File: config.mk
export PLATFORM = sky130hd
export DESIGN_NAME = stream_demux
export DESIGN_NICKNAME = d
export VERILOG_FILES = /design/src/rtl/stream_utils_pkg.sv /design/src/rtl/stream_demux_if.sv /design/src/rtl/stream_reg_slice.sv /design/src/rtl/stream_demux.sv
export SDC_FILE = /design/constraint.sdc
export NUM_CORES = 1
export LEC_CHECK = 0
export BUFFER_PORTS_ARGS = -buffer_cell sky130_fd_sc_hd__buf_2
export CAP_MARGIN = 25
export CORE_MARGIN = 2
export CORE_UTILIZATION = 41
export DETAILED_ROUTE_END_ITERATION = 7
export MAX_ROUTING_LAYER = met4
export PLACE_DENSITY = 0.74
export SLEW_MARGIN = 20
export SYNTH_ARGS = -nofsm -noshare
export SYNTH_HDL_FRONTEND = slang
export SYNTH_SLANG_ARGS = --single-unit
File: constraint.sdc
create_clock -name clk_i -period 1.55 [get_ports clk_i]
set_input_delay 0.31 -clock clk_i [delete_from_list [all_inputs] [get_ports clk_i]]
set_output_delay 0.31 -clock clk_i [all_outputs]
set_load 0.1 [all_outputs]
File: src/rtl/stream_utils_pkg.sv
// Shared stream types for the demux slice.
// Holds the packet-lock route FSM state encoding.
package stream_utils_pkg;

  typedef enum logic {
    IDLE   = 1'b0,
    LOCKED = 1'b1
  } lock_state_e;

endpackage

File: src/rtl/stream_demux_if.sv
// Valid/ready stream bundle used between the demux and its slices.
// W carries the full beat, payload plus any sideband bits.
interface stream_demux_if #(
  parameter int W = 9
);

  logic [W-1:0] data;
  logic         valid;
  logic         ready;

  modport master (
    output data,
    output valid,
    input  ready
  );

  modport slave (
    input  data,
    input  valid,
    output ready
  );

endinterface

File: src/rtl/stream_reg_slice.sv
// One-deep forward register slice with full-throughput handshake.
// Data is left unreset; it is only meaningful while valid is high.
module stream_reg_slice #(
  parameter int W = 9
) (
  input  logic             clk,
  input  logic             rst_n,
  stream_demux_if.slave    s,
  stream_demux_if.master   m
);

  logic         valid_q;
  logic [W-1:0] data_q;
  logic         load;

  assign s.ready = !valid_q || m.ready;
  assign load    = s.valid && s.ready;

  always_ff @(posedge clk or negedge rst_n) begin
    if (!rst_n) begin
      valid_q <= 1'b0;
    end else if (load) begin
      valid_q <= 1'b1;
    end else if (m.ready) begin
      valid_q <= 1'b0;
    end
  end

  always_ff @(posedge clk) begin
    if (load) begin
      data_q <= s.data;
    end
  end

  assign m.valid = valid_q;
  assign m.data  = data_q;

endmodule

File: src/rtl/stream_demux.sv
// 1-to-2 stream demux with a register slice per master output.
// STREAM_DEMUX_PKT_LOCK_EN holds the route for a whole packet.
module stream_demux
  import stream_utils_pkg::*;
#(
  parameter int DW = 8
) (
  input  logic          clk_i,
  input  logic          rst_ni,
  input  logic          sel,
  input  logic [DW-1:0] s_data_i,
  input  logic          s_valid_i,
  input  logic          s_last_i,
  output logic          s_ready_o,
  output logic [DW-1:0] m0_data_o,
  output logic          m0_valid_o,
  output logic          m0_last_o,
  input  logic          m0_ready_i,
  output logic [DW-1:0] m1_data_o,
  output logic          m1_valid_o,
  output logic          m1_last_o,
  input  logic          m1_ready_i
);

  logic route;

  stream_demux_if #(.W(DW+1)) s0_in  ();
  stream_demux_if #(.W(DW+1)) s0_out ();
  stream_demux_if #(.W(DW+1)) s1_in  ();
  stream_demux_if #(.W(DW+1)) s1_out ();

  assign s0_in.data  = {s_last_i, s_data_i};
  assign s1_in.data  = {s_last_i, s_data_i};
  assign s0_in.valid = s_valid_i && !route;
  assign s1_in.valid = s_valid_i && route;

  // Only the active slice may grant the input.
  assign s_ready_o = route ? s1_in.ready : s0_in.ready;

`ifdef STREAM_DEMUX_PKT_LOCK_EN
  lock_state_e state_q, state_d;
  logic        route_q, route_d;
  logic        accept;

  assign accept = s_valid_i && s_ready_o;

  always_ff @(posedge clk_i or negedge rst_ni) begin
    if (!rst_ni) begin
      state_q <= IDLE;
      route_q <= 1'b0;
    end else begin
      state_q <= state_d;
      route_q <= route_d;
    end
  end

  always_comb begin
    state_d = state_q;
    route_d = route_q;
    unique case (state_q)
      IDLE: begin
        if (accept && !s_last_i) begin
          state_d = LOCKED;
          route_d = sel;
        end
      end
      LOCKED: begin
        if (accept && s_last_i) begin
          state_d = IDLE;
        end
      end
    endcase
  end

  assign route = (state_q == LOCKED) ? route_q : sel;
`else
  assign route = sel;
`endif

  stream_reg_slice #(.W(DW+1)) u_slice0 (
    .clk   (clk_i),
    .rst_n (rst_ni),
    .s     (s0_in.slave),
    .m     (s0_out.master)
  );

  stream_reg_slice #(.W(DW+1)) u_slice1 (
    .clk   (clk_i),
    .rst_n (rst_ni),
    .s     (s1_in.slave),
    .m     (s1_out.master)
  );

  assign s0_out.ready = m0_ready_i;
  assign s1_out.ready = m1_ready_i;

  assign m0_data_o  = s0_out.data[DW-1:0];
  assign m0_last_o  = s0_out.data[DW];
  assign m0_valid_o = s0_out.valid;
  assign m1_data_o  = s1_out.data[DW-1:0];
  assign m1_last_o  = s1_out.data[DW];
  assign m1_valid_o = s1_out.valid;

endmodule
==> flow_summary.ini, run 1 <==
[power_and_ir_drop]
fin_total_pwr_w = 0.001325
leakage_nw = 0.4273
max-vdd-ir-drop_uv = 820.5
powerDensity_mw_per_mm2 = 1334

[floorplanning]
die_area_mm2 = 0.001948
start_util_pct = 43.85
rows = 14
core_area_mm2 = 0.001506
ios = 36
die_h_um = 44.14
die_w_um = 44.14

[cts]
clockBufferDepth = 2
tritoncts = built
cts_buffers = 3
clkLatencyLatePin_ns = 0.29
path_clk_slew_ns = 0.11
cts_max_level = 1
cts.sinks = 20
ctsRootBufferMaster = clkbuf_4

[worst_setup_path]
rr_startpoint = u_slice0.m.valid$_DFFE_PN0P_
rrSetupSlack_ns = 0.32
cp_max_fo = 4
required_ns = 1.24
worstPathCellList = nor3b_4 -> a21oi_4 -> buf_12
criticalPathCategory = reg -> out
crit_path_top_delay_cell = dfrtp_4
slowest_delay_ns = 0.51
critical_path_arrival_ns = 1.28
startpoint = u_slice0.m.valid$_DFFE_PN0P_
end_kind = output pin
cp-start-kind = flop

[place]
dpl_worst_slack_ns = 0.2821
gp_congestion = 0.6458
port_buffers = 35
post_dp_cell_area_um2 = 923.4

[timing]
fin_ws_ns = -0.03828
max_freq_mhz = 629.6
relSlewSlack_pct = 67.52
hold_violations = 0
slew_violations = 0
rsz0062_at_grt = yes
setup-tns-final_ns = -0.03828
tightest_slew_ns = 0.4906
finalSetupViolCount = 1
clock_skew_ns = 0.006059
fin_crit_sh_pct = 102.5
min_period_ns = 1.588

[global_route]
grt-busiest-layer = met2
grt.met2_usage_pct = 22.94
antenna_found_initial = 0
grt_pass1_vias = 376
track_usage_pct = 12.25
use_met1_pct = 10.28
grt_max_degree = 13
met3_usage_pct = 3.673
grt_pass1_wl_um = 1524
gr-total-overflow = 0

[route]
wl_per_cell_um = 12.11
postRouteAntennaNets = 0
via_per_inst = 4.500
routed_wl_um = 1090
initialDrtViolationCount = 2
dr.pass1.iters = 4
num_vias = 405
drcViolationCount = 0

[yosys]
yosysSeqAreaShare_pct = 89.39
syn_area_um2 = 660.6
synth_fp_nets = 46
synth_top_area_share_pct = 81.82
synth.distinct_cells = 12
synth_area_leaders = edfxtp_1, dfrtp_1, nand2b_4
synth_top_area_cell = edfxtp_1
synth_warnings = 0
synth_cells = 31
synth-seq-cells = 20
syn_avg_cell_area_um2 = 21.31

[finish]
n_fill_cell = 114
n_antenna_cell = 0
syn_to_final_growth_pct = 50.38
layout.nets = 90
design_area_um2 = 993.5
drive_above_1_share_pct = 67.57

[worst_hold_path]
hold_class = in -> reg
hold_start = s_data_i[0]

[flow_run]
drv_cap = 0

[status]
status = complete, but fails checks
violations = setup timing
area by class of cell:
| cell class | count | area, um^2 | area share (%) |
|---|---|---|---|
| Inverter | 2 | 7.507 | 0.7557 |
| Sequential cell | 20 | 598.1 | 60.20 |
| Clock buffer | 3 | 22.52 | 2.267 |
| Clock inverter | 1 | 30.03 | 3.023 |
| Tap cell | 16 | 20.02 | 2.015 |
| Multi-Input combinational cell | 9 | 92.59 | 9.320 |
| Timing Repair Buffer | 39 | 222.7 | 22.42 |
cell usage after synthesis (all sizes together):
cell,n
edfxtp,18
a21oi,2
dfrtp,2
inv,2
nand2b,2
nand2,1
nor2,1
nor2b,1
nor3b,1
o21ai,1
layout by cell type (no fill, tap or decap):
master | Yosys | routed
dlygate4sd3_1 | 0 | 1
dfrtp_4 | 0 | 2
edfxtp_1 | 18 | 18
buf_2 | 0 | 34
bufinv_16 | 0 | 1
nor2b_4 | 0 | 1
nand2b_1 | 1 | 1
a21oi_4 | 0 | 1
nand2_1 | 1 | 1
o21ai_1 | 1 | 1
clkbuf_4 | 0 | 3
buf_4 | 0 | 3
inv_1 | 2 | 2
buf_12 | 0 | 1
nor3b_4 | 0 | 1
nand2b_4 | 1 | 1
a21oi_2 | 1 | 1
nor2_2 | 0 | 1
cells by family (layout without fill, tap and decap cells):
| logic type | after synthesis | count (layout) | synth area share, % |
|---|---|---|---|
| compound gates | 3 | 3 | 2.840 |
| flops | 20 | 20 | 89.39 |
| buf+inv | 2 | 45 | 1.137 |
| simple gates | 6 | 6 | 6.628 |
metal layers:
layer,part of all wire (%),vias to the layer above
met5,0,-
met4,0.92,0
met3,8.1,2
met2,57,20
met1,34,183
li1,-,200
critical path, delay by kind of cell, from the launching register on:
kind / cells / cell delay (ns)
AO/OA/AOI/OAI: 1 / 0.13
buffers and inverters: 1 / 0.19
AND/OR/NAND/NOR: 1 / 0.16
flip-flops: 1 / 0.51
where the power goes:
part | total [W] | switching [W] | internal (W)
Combinational | 0.000287 | 0.000229 | 0.0000572
Sequential | 0.000627 | 0.00000727 | 0.000619
Clock | 0.000412 | 0.000151 | 0.000261
Total | 0.00132 | 0.000387 | 0.000938
sequential cells by signal, summed over array words and instances, names as in the netlist:
| register | count |
|---|---|
| u_slice0.m.data | 9 |
| u_slice0.m.valid | 1 |
| u_slice1.m.data | 9 |
| u_slice1.m.valid | 1 |
worst paths after layout:
path | to | cells after the start
max in group asynchronous | u_slice1.m.valid$_DFFE_PN0P_ | 2
worst max register to register | u_slice0.m.data[2]$_DFFE_PP_ | 3
min in group asynchronous | u_slice0.m.valid$_DFFE_PN0P_ | 2
worst min register to register | u_slice0.m.valid$_DFFE_PN0P_ | 2
worst max-delay path | s_ready_o | 3
worst min-delay path | u_slice0.m.data[0]$_DFFE_PP_ | 1
timing repair:
action / CTS / global route
endpoints found under the hold margin: 2 / 0
setup endpoints to repair: 1 / 1
resized for setup: 0 / 0
buffers inserted: 0 / 1
hold buffers: 1 / 0
per-stage QoR:
step | utilization (%) | hold WS, ns | cells
floorplan | - | 0.01443 | 31
global placement | 61.30 | 0.1012 | 84
detailed placement | 61.30 | 0.1026 | 84
CTS | 65.45 | 0.1879 | 89
global route | 65.95 | 0.1674 | 90
finish | 65.95 | 0.1976 | 90
Note: power is estimated with default switching activity, not from simulation.
==> run 2: changes to the inputs <==
SETUP_SLACK_MARGIN = 0.2   (was unset)
==> run 2 against run 1 <==
  * The run still ends with setup timing left
  * Clock skew shrank 0.0026 ns
  * Routed wire length grew 17%
  * Clock power shrank 41%
  * Count of clock-buffer cells in the layout grew 1
  * Power shrank 11%
  * Cell area grew 3.0%
  * Worst setup slack gained 0.014 ns
  * Combinational power grew 6%
  * Flip-flop and latch count is the same
  * Critical path type unchanged
  * Critical endpoint unchanged
==> flow_summary.ini, run 2 (synthesized netlist as in run 1, its figures left out) <==
[status]
status = complete, but fails checks
violations = setup timing

[place]
port_buffers = 35
gp_congestion = 0.5912
hpwlAfterDp_um = 990.4
post_dp_cell_area_um2 = 920.9
dpl_worst_slack_ns = 0.2082

[floorplanning]
core_area_mm2 = 0.001506
die_area_mm2 = 0.001948
die_w_um = 44.14
start_util_pct = 43.85
rows = 14
die_h_um = 44.14
ios = 36

[worst_setup_path]
required_ns = 1.24
critical_path_arrival_ns = 1.26
crit_family = flip-flops
end_kind = output pin
criticalPathCategory = reg -> out
worstPathCellList = nor3b_4 -> a21oi_4 -> buf_12
rrSetupSlack_ns = 0.24
crit_path_top_delay_cell = dfrtp_4
path_buf_inv = 1
cp-start-kind = flop
slowest_delay_ns = 0.50
cp_max_fo = 3

[flow_run]
drv_cap = 0

[power_and_ir_drop]
clkPwrFrac_pct = 20.6
powerDensity_mw_per_mm2 = 1149
pwr-share-comb_pct = 26.0
p_switching_w = 0.0003861
p_int_w = 0.0007896
power_switching_share_pct = 32.84
pwr-share-seq_pct = 53.4
max-vdd-ir-drop_uv = 617.9
leakage_nw = 0.4279

[timing]
setup-tns-final_ns = -0.02420
fin_ws_ns = -0.02420
rsz0062_at_grt = yes
finalSetupViolCount = 1
relSlewSlack_pct = 68.05
tightest_slew_ns = 0.4826
hold_violations = 0
fin_crit_sh_pct = 101.6
clock_skew_ns = 0.003430
max_freq_mhz = 635.2
min_period_ns = 1.574
slew_violations = 0

[global_route]
use_met1_pct = 15.11
grt_pass1_wl_um = 1980
grt.met2_usage_pct = 27.06
antenna_found_initial = 0
gr-total-overflow = 0
met3_usage_pct = 4.490
grt_pass1_vias = 443
track_usage_pct = 15.26
grt-busiest-layer = met2
grt_max_degree = 12

[cts]
clockBufferDepth = 2
tritoncts = built
cts.sinks = 20
cts_buffers = 3
ctsRootBufferMaster = clkbuf_4
path_clk_slew_ns = 0.10
cts_max_level = 1
clkLatencyLatePin_ns = 0.28

[route]
via_per_inst = 4.764
routed_wl_um = 1279
postRouteAntennaNets = 0
dr.pass1.iters = 3
num_vias = 424
wl_per_cell_um = 14.37
drcViolationCount = 0
initialDrtViolationCount = 7

[finish]
layout.nets = 89
mostFrequentLayoutCells = edfxtp_1, buf_4, buf_2
n_fill_cell = 124
final_common_cell = edfxtp_1
syn_to_final_growth_pct = 54.92
n_antenna_cell = 0
design_area_mm2 = 0.001023
drive_above_1_share_pct = 65.75

[worst_hold_path]
hold_class = in -> reg
## run 2: per-layer routing
metal	wire, um	vias to the layer above
li1	-	198
met5	0	-
met3	103	2
met2	758	23
met4	11	0
met1	406	201
## run 2: power by group through the flow
stage | combinational [W] | sequential, W | clock (W)
after floorplan | 0.0000448 | 0.000815 | 0
after global placement | 0.000281 | 0.000640 | 0
after detailed placement | 0.000284 | 0.000641 | 0
after CTS | 0.000303 | 0.000629 | 0.000249
after global routing | 0.000315 | 0.000631 | 0.000281
final | 0.000305 | 0.000628 | 0.000242
## run 2: path summary, 6_finish.rpt
check,from,cells past startpoint,to
worst max-delay path,u_slice0.m.valid$_DFFE_PN0P_,3,s_ready_o
worst min-delay path,s_last_i,1,u_slice1.m.data[8]$_DFFE_PP_
worst max register to register,u_slice0.m.valid$_DFFE_PN0P_,3,u_slice0.m.data[7]$_DFFE_PP_
worst min register to register,u_slice0.m.valid$_DFFE_PN0P_,3,u_slice0.m.valid$_DFFE_PN0P_
max in group asynchronous,rst_ni,2,u_slice0.m.valid$_DFFE_PN0P_
min in group asynchronous,rst_ni,2,u_slice1.m.valid$_DFFE_PN0P_
## run 2: per-stage QoR
stage,utilization [%],hold slack (ns),power [W],std cells
after floorplan,-,0.01443,0.0008602,31
after global placement,61.13,0.09954,0.0009203,83
after detailed placement,61.13,0.09934,0.0009255,83
after CTS,67.03,0.1987,0.001181,89
after global routing,67.94,0.1870,0.001226,89
final,67.94,0.2092,0.001176,89
## run 2: cell type report
cell class / count / area [um^2] / share of cell area (%)
multi-input combinational: 9 / 105.1 / 10.27
clock buffer: 4 / 26.28 / 2.567
timing repair buffer: 38 / 266.5 / 26.04
tap: 16 / 20.02 / 1.956
sequential: 20 / 598.1 / 58.44
inverter: 2 / 7.507 / 0.7335
## run 2: repair_timing
action | in CTS | in global routing
endpoints found under the setup margin | 17 | 7
gates resized for setup | 16 | 5
hold endpoints to repair | 2 | 0
hold buffers | 1 | 0
setup buffers | 1 | 0
